--- config.mk ---
export PLATFORM = sky130hd
export DESIGN_NAME = mem_seq_ctrl
export DESIGN_NICKNAME = d
export VERILOG_FILES = /design/src/rtl/mem_seq_ctrl.sv
export SDC_FILE = /design/constraint.sdc
export NUM_CORES = 1
export LEC_CHECK = 0
export CORE_AREA = 4 4 43 45
export DETAILED_ROUTE_END_ITERATION = 6
export DIE_AREA = 0 0 47 49
export PLACE_DENSITY = 0.72
export REMOVE_ABC_BUFFERS = 1
export SETUP_SLACK_MARGIN = 0.15
export SLEW_MARGIN = 40
export SYNTH_ARGS = -nofsm -noshare
export SYNTH_HDL_FRONTEND = slang
export SYNTH_SLANG_ARGS = --single-unit
--- constraint.sdc ---
create_clock -name clk -period 1.65 [get_ports clk]
set_input_delay 0.33 -clock clk [delete_from_list [all_inputs] [get_ports clk]]
set_output_delay 0.33 -clock clk [all_outputs]
set_load 0.02 [all_outputs]
--- src/rtl/mem_seq_ctrl.sv ---
// Multi-cycle sequencer for the 8-bit accumulator datapath: steps each instruction
// through FETCH/DECODE/EXEC/MEM/WB and arbitrates the memory port with an external requester.
module mem_seq_ctrl #(
   parameter int unsigned FETCH_WAIT = 0,
   parameter int unsigned MEM_WAIT   = 0
) (
   input  logic       clk,
   input  logic       rst,
   input  logic [7:0] instr_in,
   input  logic       ext_req,
   input  logic       ext_we,
   output logic       ext_gnt,
   output logic       ir_we,
   output logic [2:0] opcode,
   output logic [1:0] mem_sel,
   output logic       memWE,
   output logic       regWE,
   output logic       lw,
   output logic       accWE,
   output logic       acc_sc,
   output logic [1:0] cntr_alu,
   output logic       brnch,
   output logic       pc_inc,
   output logic [2:0] state
);

   typedef enum logic [2:0] {
      ST_FETCH  = 3'd0,
      ST_DECODE = 3'd1,
      ST_EXEC   = 3'd2,
      ST_MEM    = 3'd3,
      ST_WB     = 3'd4,
      ST_GRANT  = 3'd5
   } state_t;

   localparam logic [2:0] FETCH_LAST_C = 3'(FETCH_WAIT);
   localparam logic [2:0] MEM_LAST_C   = 3'(MEM_WAIT);
   localparam logic [2:0] OP_LW        = 3'b100;
   localparam logic [2:0] OP_SW        = 3'b101;
   localparam logic [2:0] OP_LDI       = 3'b110;
   localparam logic [2:0] OP_BR        = 3'b111;
   localparam logic [1:0] SEL_PC       = 2'd0;
   localparam logic [1:0] SEL_ACC      = 2'd1;
   localparam logic [1:0] SEL_EXT      = 2'd2;

   state_t     state_r;
   state_t     state_nxt_s;
   logic [2:0] wait_cnt_r;
   logic [2:0] opcode_r;
   state_t     boundary_nxt_s;
   logic       unused_imm_s;

   // The immediate field is consumed by the datapath, not by the sequencer.
   assign unused_imm_s   = ^instr_in[4:0];
   assign boundary_nxt_s = ext_req ? ST_GRANT : ST_FETCH;
   assign state          = state_r;
   assign opcode         = opcode_r;

   // Next-state and strobe decode from registered state, opcode and wait counter.
   always_comb begin
      state_nxt_s = state_r;
      ext_gnt     = 1'b0;
      ir_we       = 1'b0;
      mem_sel     = SEL_PC;
      memWE       = 1'b0;
      regWE       = 1'b0;
      lw          = 1'b0;
      accWE       = 1'b0;
      acc_sc      = 1'b0;
      cntr_alu    = opcode_r[1:0];
      brnch       = 1'b0;
      pc_inc      = 1'b0;
      // Strobes are forced low for as long as reset is held, not just at the edge.
      if (rst) begin
         state_nxt_s = ST_FETCH;
         cntr_alu    = 2'b00;
      end else begin
         case (state_r)
            ST_FETCH: begin
               if (wait_cnt_r >= FETCH_LAST_C) begin
                  ir_we       = 1'b1;
                  state_nxt_s = ST_DECODE;
               end else begin
                  state_nxt_s = ST_FETCH;
               end
            end
            ST_DECODE: begin
               if ((opcode_r == OP_LW) || (opcode_r == OP_SW)) begin
                  state_nxt_s = ST_MEM;
               end else begin
                  state_nxt_s = ST_EXEC;
               end
            end
            ST_EXEC: begin
               if (opcode_r == OP_BR) begin
                  brnch = 1'b1;
               end else if (opcode_r == OP_LDI) begin
                  accWE  = 1'b1;
                  acc_sc = 1'b1;
                  pc_inc = 1'b1;
               end else begin
                  regWE  = ~opcode_r[2];
                  pc_inc = 1'b1;
               end
               state_nxt_s = boundary_nxt_s;
            end
            ST_MEM: begin
               mem_sel = SEL_ACC;
               if (wait_cnt_r >= MEM_LAST_C) begin
                  if (opcode_r == OP_SW) begin
                     memWE       = 1'b1;
                     pc_inc      = 1'b1;
                     state_nxt_s = boundary_nxt_s;
                  end else begin
                     state_nxt_s = ST_WB;
                  end
               end else begin
                  state_nxt_s = ST_MEM;
               end
            end
            ST_WB: begin
               mem_sel     = SEL_ACC;
               regWE       = 1'b1;
               lw          = 1'b1;
               pc_inc      = 1'b1;
               state_nxt_s = boundary_nxt_s;
            end
            ST_GRANT: begin
               ext_gnt     = 1'b1;
               mem_sel     = SEL_EXT;
               memWE       = ext_we;
               state_nxt_s = ext_req ? ST_GRANT : ST_FETCH;
            end
            default: begin
               state_nxt_s = ST_FETCH;
            end
         endcase
      end
   end

   // State register; the wait counter restarts on every state change and saturates at 7.
   always_ff @(posedge clk or posedge rst) begin
      if (rst) begin
         state_r    <= ST_FETCH;
         wait_cnt_r <= 3'd0;
      end else begin
         state_r <= state_nxt_s;
         if (state_nxt_s != state_r) begin
            wait_cnt_r <= 3'd0;
         end else if (wait_cnt_r != 3'd7) begin
            wait_cnt_r <= wait_cnt_r + 3'd1;
         end else begin
            wait_cnt_r <= wait_cnt_r;
         end
      end
   end

   // Opcode is captured together with the instruction register.
   always_ff @(posedge clk or posedge rst) begin
      if (rst) begin
         opcode_r <= 3'd0;
      end else if (ir_we) begin
         opcode_r <= instr_in[7:5];
      end else begin
         opcode_r <= opcode_r;
      end
   end

endmodule

==> results of run 1 <==
[report_power, final]
group	internal [mW]	switching, mW	leakage (nW)	total [mW]
clock	0.0825	0.0560	0.0138	0.138
sequential	0.204	0.0584	0.0747	0.262
combinational	0.399	0.383	0.360	0.781
[worst max-delay path, cell delays in order (launching register included)]
cell	delay (ns)
dfrtp_1	0.40
and2b_2	0.24
buf_6	0.12
a32oi_2	0.16
nor2_1	0.07
buf_4	0.15
[what timing repair did]
action / in CTS / in global routing
gates cloned: 0 / 0
buffers inserted: 2 / 0
pin swaps: 4 / 1
setup endpoints to repair: 20 / 15
gates resized for setup: 77 / 3
[layout make-up]
class / instances / share of cell area, %
Multi-Input combinational cell: 39 / 33.2
Sequential cell: 6 / 17.1
Inverter: 3 / 1.27
Timing Repair Buffer: 47 / 43.6
Tap cell: 16 / 2.26
Clock buffer: 3 / 2.55
[layer usage]
| layer | share of wire [%] | wire, µm | up-vias |
|---|---|---|---|
| li1 | - | - | 275 |
| met1 | 45 | 654 | 244 |
| met2 | 47 | 680 | 14 |
| met3 | 4.8 | 69 | 2 |
| met4 | 2.4 | 34 | 0 |
| met5 | 0 | 0 | - |
[cells by family (layout without fill, tap and decap cells)]
logic type	count (synthesis)	in the layout	share of synthesized area [%]
buffers and inverters	8	53	12.8
AND/OR/NAND/NOR	27	27	36.2
multiplexers	1	1	3.19
AO/OA/AOI/OAI	11	11	16.0
flip-flops	6	6	31.9
[registers in the layout (all words and copies together) (netlist names)]
signal / cells
opcode: 3
state: 3
[cell usage in the layout (no fill, tap or decap), types with 2 or more instances in the layout]
| cell | n |
|---|---|
| nor3_1 | 2 |
| nand2_1 | 5 |
| buf_2 | 2 |
| buf_4 | 27 |
| clkdlybuf4s15_2 | 2 |
| dfrtp_1 | 5 |
| o21ai_0 | 3 |
| clkdlybuf4s50_1 | 5 |
| dlygate4sd2_1 | 7 |
| clkbuf_4 | 3 |
| nand3b_1 | 2 |
| buf_6 | 3 |
| inv_1 | 3 |
| nor2_1 | 4 |
| a21oi_1 | 2 |
| and2b_2 | 3 |
[through the flow]
stage,setup WS (ns),total power [mW]
2_1_floorplan,-0.530,0.610
5_1_grt,-0.140,1.26
3_3_place_gp,-0.634,1.04
4_1_cts,-0.0804,1.19
3_5_place_dp,-0.666,1.05
6_report,-0.0636,1.18
[path summary, 6_finish.rpt]
path	startpoint	end	cells after the start
setup / recovery	state[1]	memWE	5
hold / removal	rst	state[1]	4
setup reg to reg	state[2]	opcode[0]	5
hold reg to reg	state[1]	state[1]	2
max in group asynchronous	rst	state[0]	4
min in group clk	rst	state[2]	3
==> impl_metrics.ini, run 1 <==
[setup_path]
startpoint_type = flop
endpoint_kind = primary output
path_max_fanout = 4
critPathRequiredTime_ns = 1.32
worstSetupPathType = flop to primary output
r2r_setup_slack_ns = 0.14
critPathArrivalTime_ns = 1.38

[global_route]
use_met3_pct = 1.48
antenna_found_initial = 0
grt_max_degree = 8
gr-usage-all-layers_pct = 14.3
grt_pass1_wl_um = 2380
grt_use_met1_pct = 19.6
grt_pass1_vias = 521
gr-total-overflow = 0
gr-max-usage-layer = met2
use_met2_pct = 20.8

[floorplan]
initial_core_util_pct = 32.0
die_w_um = 47
fp-row-count = 14
coreArea_um2 = 1470
dieArea_um2 = 2300
io_pins = 31
die_y_um = 49

[finish]
n_antenna_cell = 0
stdcell_count = 114
multi_input_area_um2 = 294
fillers = 143
final_cell_area_um2 = 885
drive_gt1_share_pct = 53.1
utilization_pct = 60.1
syn_to_final_growth_pct = 88.0
fin_nets = 112
final-seq-area_um2 = 151

[detailed_routing]
viasPerCell = 4.69
vias = 535
finalWirelength_um = 1440
wl_per_cell_um = 12.6
drtAntennaViolNets = 0
drt_iter0_markers = 0
drc_errors = 0
dr.pass1.iters = 1

[placed_design]
gp_congestion = 0.770
portBuffers = 25
place_area_um2 = 842
dp.cells = 109
dp.final_hpwl_um = 1150

[yosys]
synth_edf_count = 0
syn_area_per_cell_um2 = 8.88
synth_top_area_share_pct = 31.9
synth_ff_type = dfrtp_1
ys_seq_elements = 6
netlist_instances = 53
synth_area_um2 = 470
synth.distinct_cells = 25
synth.largest_area_cell = dfrtp_1
synth_area_leaders = dfrtp_1 32%, buf_6 7.2%, nor4_4 4.5%
synth_warnings = 0
synth_most_common_cell = dfrtp_1
async_flop_share_pct = 100
ys_seq_area_share_pct = 31.9
synthTopCellsByCount = 6 x dfrtp_1, 5 x nand2_1, 5 x nor2_1, 4 x o21ai_0

[clock_network]
cts_sinks = 6
h-tree-depth = 1
insertion_delay_ns = 0.24
tritoncts = built
ctsHoldBuffers = 0
cts-buffers-inserted = 3
root_buffer = clkbuf_4
clock_path_buffers = 2
clkTransAtPathRegs_ns = 0.05

[timing]
hold_slack_ns = 0.374
hold_violations = 0
slew_viol_final = 0
fin_crit_sh_pct = 104
rsz0062_at_grt = true
relSlewSlack_pct = 76.6
tightest_slew_ns = 0.350
clock_skew_ns = 0.000912
fmax_ghz = 0.584
setup_tns_ns = -0.231
setup_viol = 9
layout_setup_ws_ns = -0.0636
layout_min_cycle_time_ns = 1.71

[pwr]
power_density_nw_per_um2 = 1340
power.leakage_nw = 0.449
peakVddDrop_mv = 0.808

[job]
maxCapViolations = 0

[status]
violations = setup timing
status = complete, but fails checks

[hold_path]
hold_class = input port to async pin
No activity file was read; power rests on OpenSTA's default activity.
==> run 2, diff against run 1 <==
--- a/config.mk
+++ b/config.mk
@@ -8,10 +8,10 @@
 export CORE_AREA = 4 4 43 45
 export DETAILED_ROUTE_END_ITERATION = 6
 export DIE_AREA = 0 0 47 49
-export PLACE_DENSITY = 0.72
+export PLACE_DENSITY_LB_ADDON = 0.2
 export REMOVE_ABC_BUFFERS = 1
 export SETUP_SLACK_MARGIN = 0.15
-export SLEW_MARGIN = 40
+export SLEW_MARGIN = 20
 export SYNTH_ARGS = -nofsm -noshare
 export SYNTH_HDL_FRONTEND = slang
 export SYNTH_SLANG_ARGS = --single-unit
==> impl_metrics.ini, run 2 (same netlist as run 1, synthesis figures left out) <==
[pwr]
netSwitchingFraction_pct = 39.4
net-switching-power_mw = 0.553
peakVddDrop_mv = 0.887
combPwrFrac_pct = 71.9
p_int_mw = 0.849
power_density_nw_per_um2 = 1340
clock_power_share_pct = 9.6
power.leakage_nw = 0.539
power_frac_seq_pct = 18.5

[global_route]
antenna_found_initial = 0
grt_max_degree = 8
grt_pass1_wl_um = 2770
gr-usage-all-layers_pct = 16.7
gr-total-overflow = 0
grt_pass1_vias = 594

[floorplan]
die_y_um = 49
initial_core_util_pct = 32.0
io_pins = 31
coreArea_um2 = 1470
die_w_um = 47
dieArea_um2 = 2300
fp-row-count = 14

[clock_network]
clock_path_buffers = 2
h-tree-depth = 1
root_buffer = clkbuf_4
insertion_delay_ns = 0.24
cts-buffers-inserted = 3
tritoncts = built
cts_sinks = 6
ctsHoldBuffers = 0
clkTransAtPathRegs_ns = 0.04

[timing]
layout_setup_ws_ns = -0.0682
fin_crit_sh_pct = 104
layout_min_cycle_time_ns = 1.72
setup_viol = 8
slew_viol_final = 0
clock_skew_ns = 0.00235
hold_violations = 0
hold_slack_ns = 0.401
rsz0062_at_grt = true
relSlewSlack_pct = 78.8
fmax_ghz = 0.582
tightest_slew_ns = 0.317

[finish]
final_common_cell = buf_4
syn_to_final_growth_pct = 123
n_antenna_cell = 0
final_cell_mix = 32 x buf_4, 15 x buf_6, 7 x dlygate4sd2_1
stdcell_count = 128
drive_gt1_share_pct = 61.6
fin_nets = 126

[setup_path]
path_max_fanout = 5
reg2regPathDepth = 6
startpoint_type = flop
r2r_setup_slack_ns = 0.10
critPathRequiredTime_ns = 1.32
worstSetupPathType = flop to primary output
critPathArrivalTime_ns = 1.39
endpoint_kind = primary output
timing.rr.end = opcode[0]
regToRegStartpoint = state[2]

[detailed_routing]
vias = 595
viasPerCell = 4.65
drt_iter0_markers = 3
wl_per_cell_um = 12.6
drc_errors = 0
drtAntennaViolNets = 0
finalWirelength_um = 1620
dr.pass1.iters = 4

[placed_design]
dp.cells = 113
dp.final_hpwl_um = 1170
portBuffers = 25
gp_congestion = 0.815

[hold_path]
hold_class = input port to async pin

[status]
status = complete, but fails checks
violations = setup timing

[job]
maxCapViolations = 0
## run 2: changes by cell type in the layout (fill, tap and decap cells not counted), sizes merged
cell / before / now
clkdlybuf4s15: 2 / 0
buf: 32 / 49
clkbuf: 4 / 3
## run 2: power by group through the flow
stage	Sequential (mW)	Clock, mW	Combinational (mW)
finish	0.260	0.134	1.01
global route	0.271	0.158	1.09
CTS	0.258	0.144	0.970
detailed placement	0.261	0	0.844
global placement	0.262	0	0.837
floorplan	0.357	0	0.253
## run 2: repair_timing
action,4_1_cts,5_1_grt
resized for setup,96,8
setup buffers,10,2
pin swaps,6,5
setup endpoints to repair,20,14
## run 2: cell type report
class	instances	area (µm²)
Inverter	3	11.3
Tap cell	16	20.0
Fill cell	115	422
Timing Repair Buffer	61	531
Sequential cell	6	150
Multi-Input combinational cell	39	315
Clock buffer	3	22.5
## run 2: per-stage QoR
stage               cell area, µm²  setup WS [ns]  TNS, ns  utilization [%]  power [mW]
CTS                           1010         -0.114   -0.495             68.9        1.37
finish                        1050        -0.0682   -0.291             71.3        1.40
floorplan                      422         -0.530    -1.17                -       0.610
detailed placement             872         -0.674    -6.63             59.3        1.11
global route                  1050         -0.160    -1.20             71.3        1.51
global placement               872         -0.647    -6.49             59.3        1.10
## run 2: critical path, cell delays in order (launching register included)
cell and delay, ns:
dfrtp_1 0.41, and2b_2 0.25, buf_6 0.12, a32oi_1 0.16, nor2_1 0.06, buf_4 0.15
## run 2: worst max-delay path by stage
stage                   from  cells after the start     end  slack, ns
floorplan           state[2]                      3   accWE      -0.53
CTS                 state[1]                      5   memWE      -0.11
global placement         rst                      5   accWE      -0.65
detailed placement       rst                      5  acc_sc      -0.67
global route        state[2]                      4  acc_sc      -0.16
finish              state[1]                      5   memWE      -0.07
## run 2: routing by layer
layer / routed length [µm] / up-vias / GRT usage [%]
met2: 885 / 9 / 26.5
li1: - / 301 / -
met4: 20 / 0 / 9.68
met1: 660 / 283 / 21.2
met5: 0 / - / 0
met3: 50 / 2 / 1.11
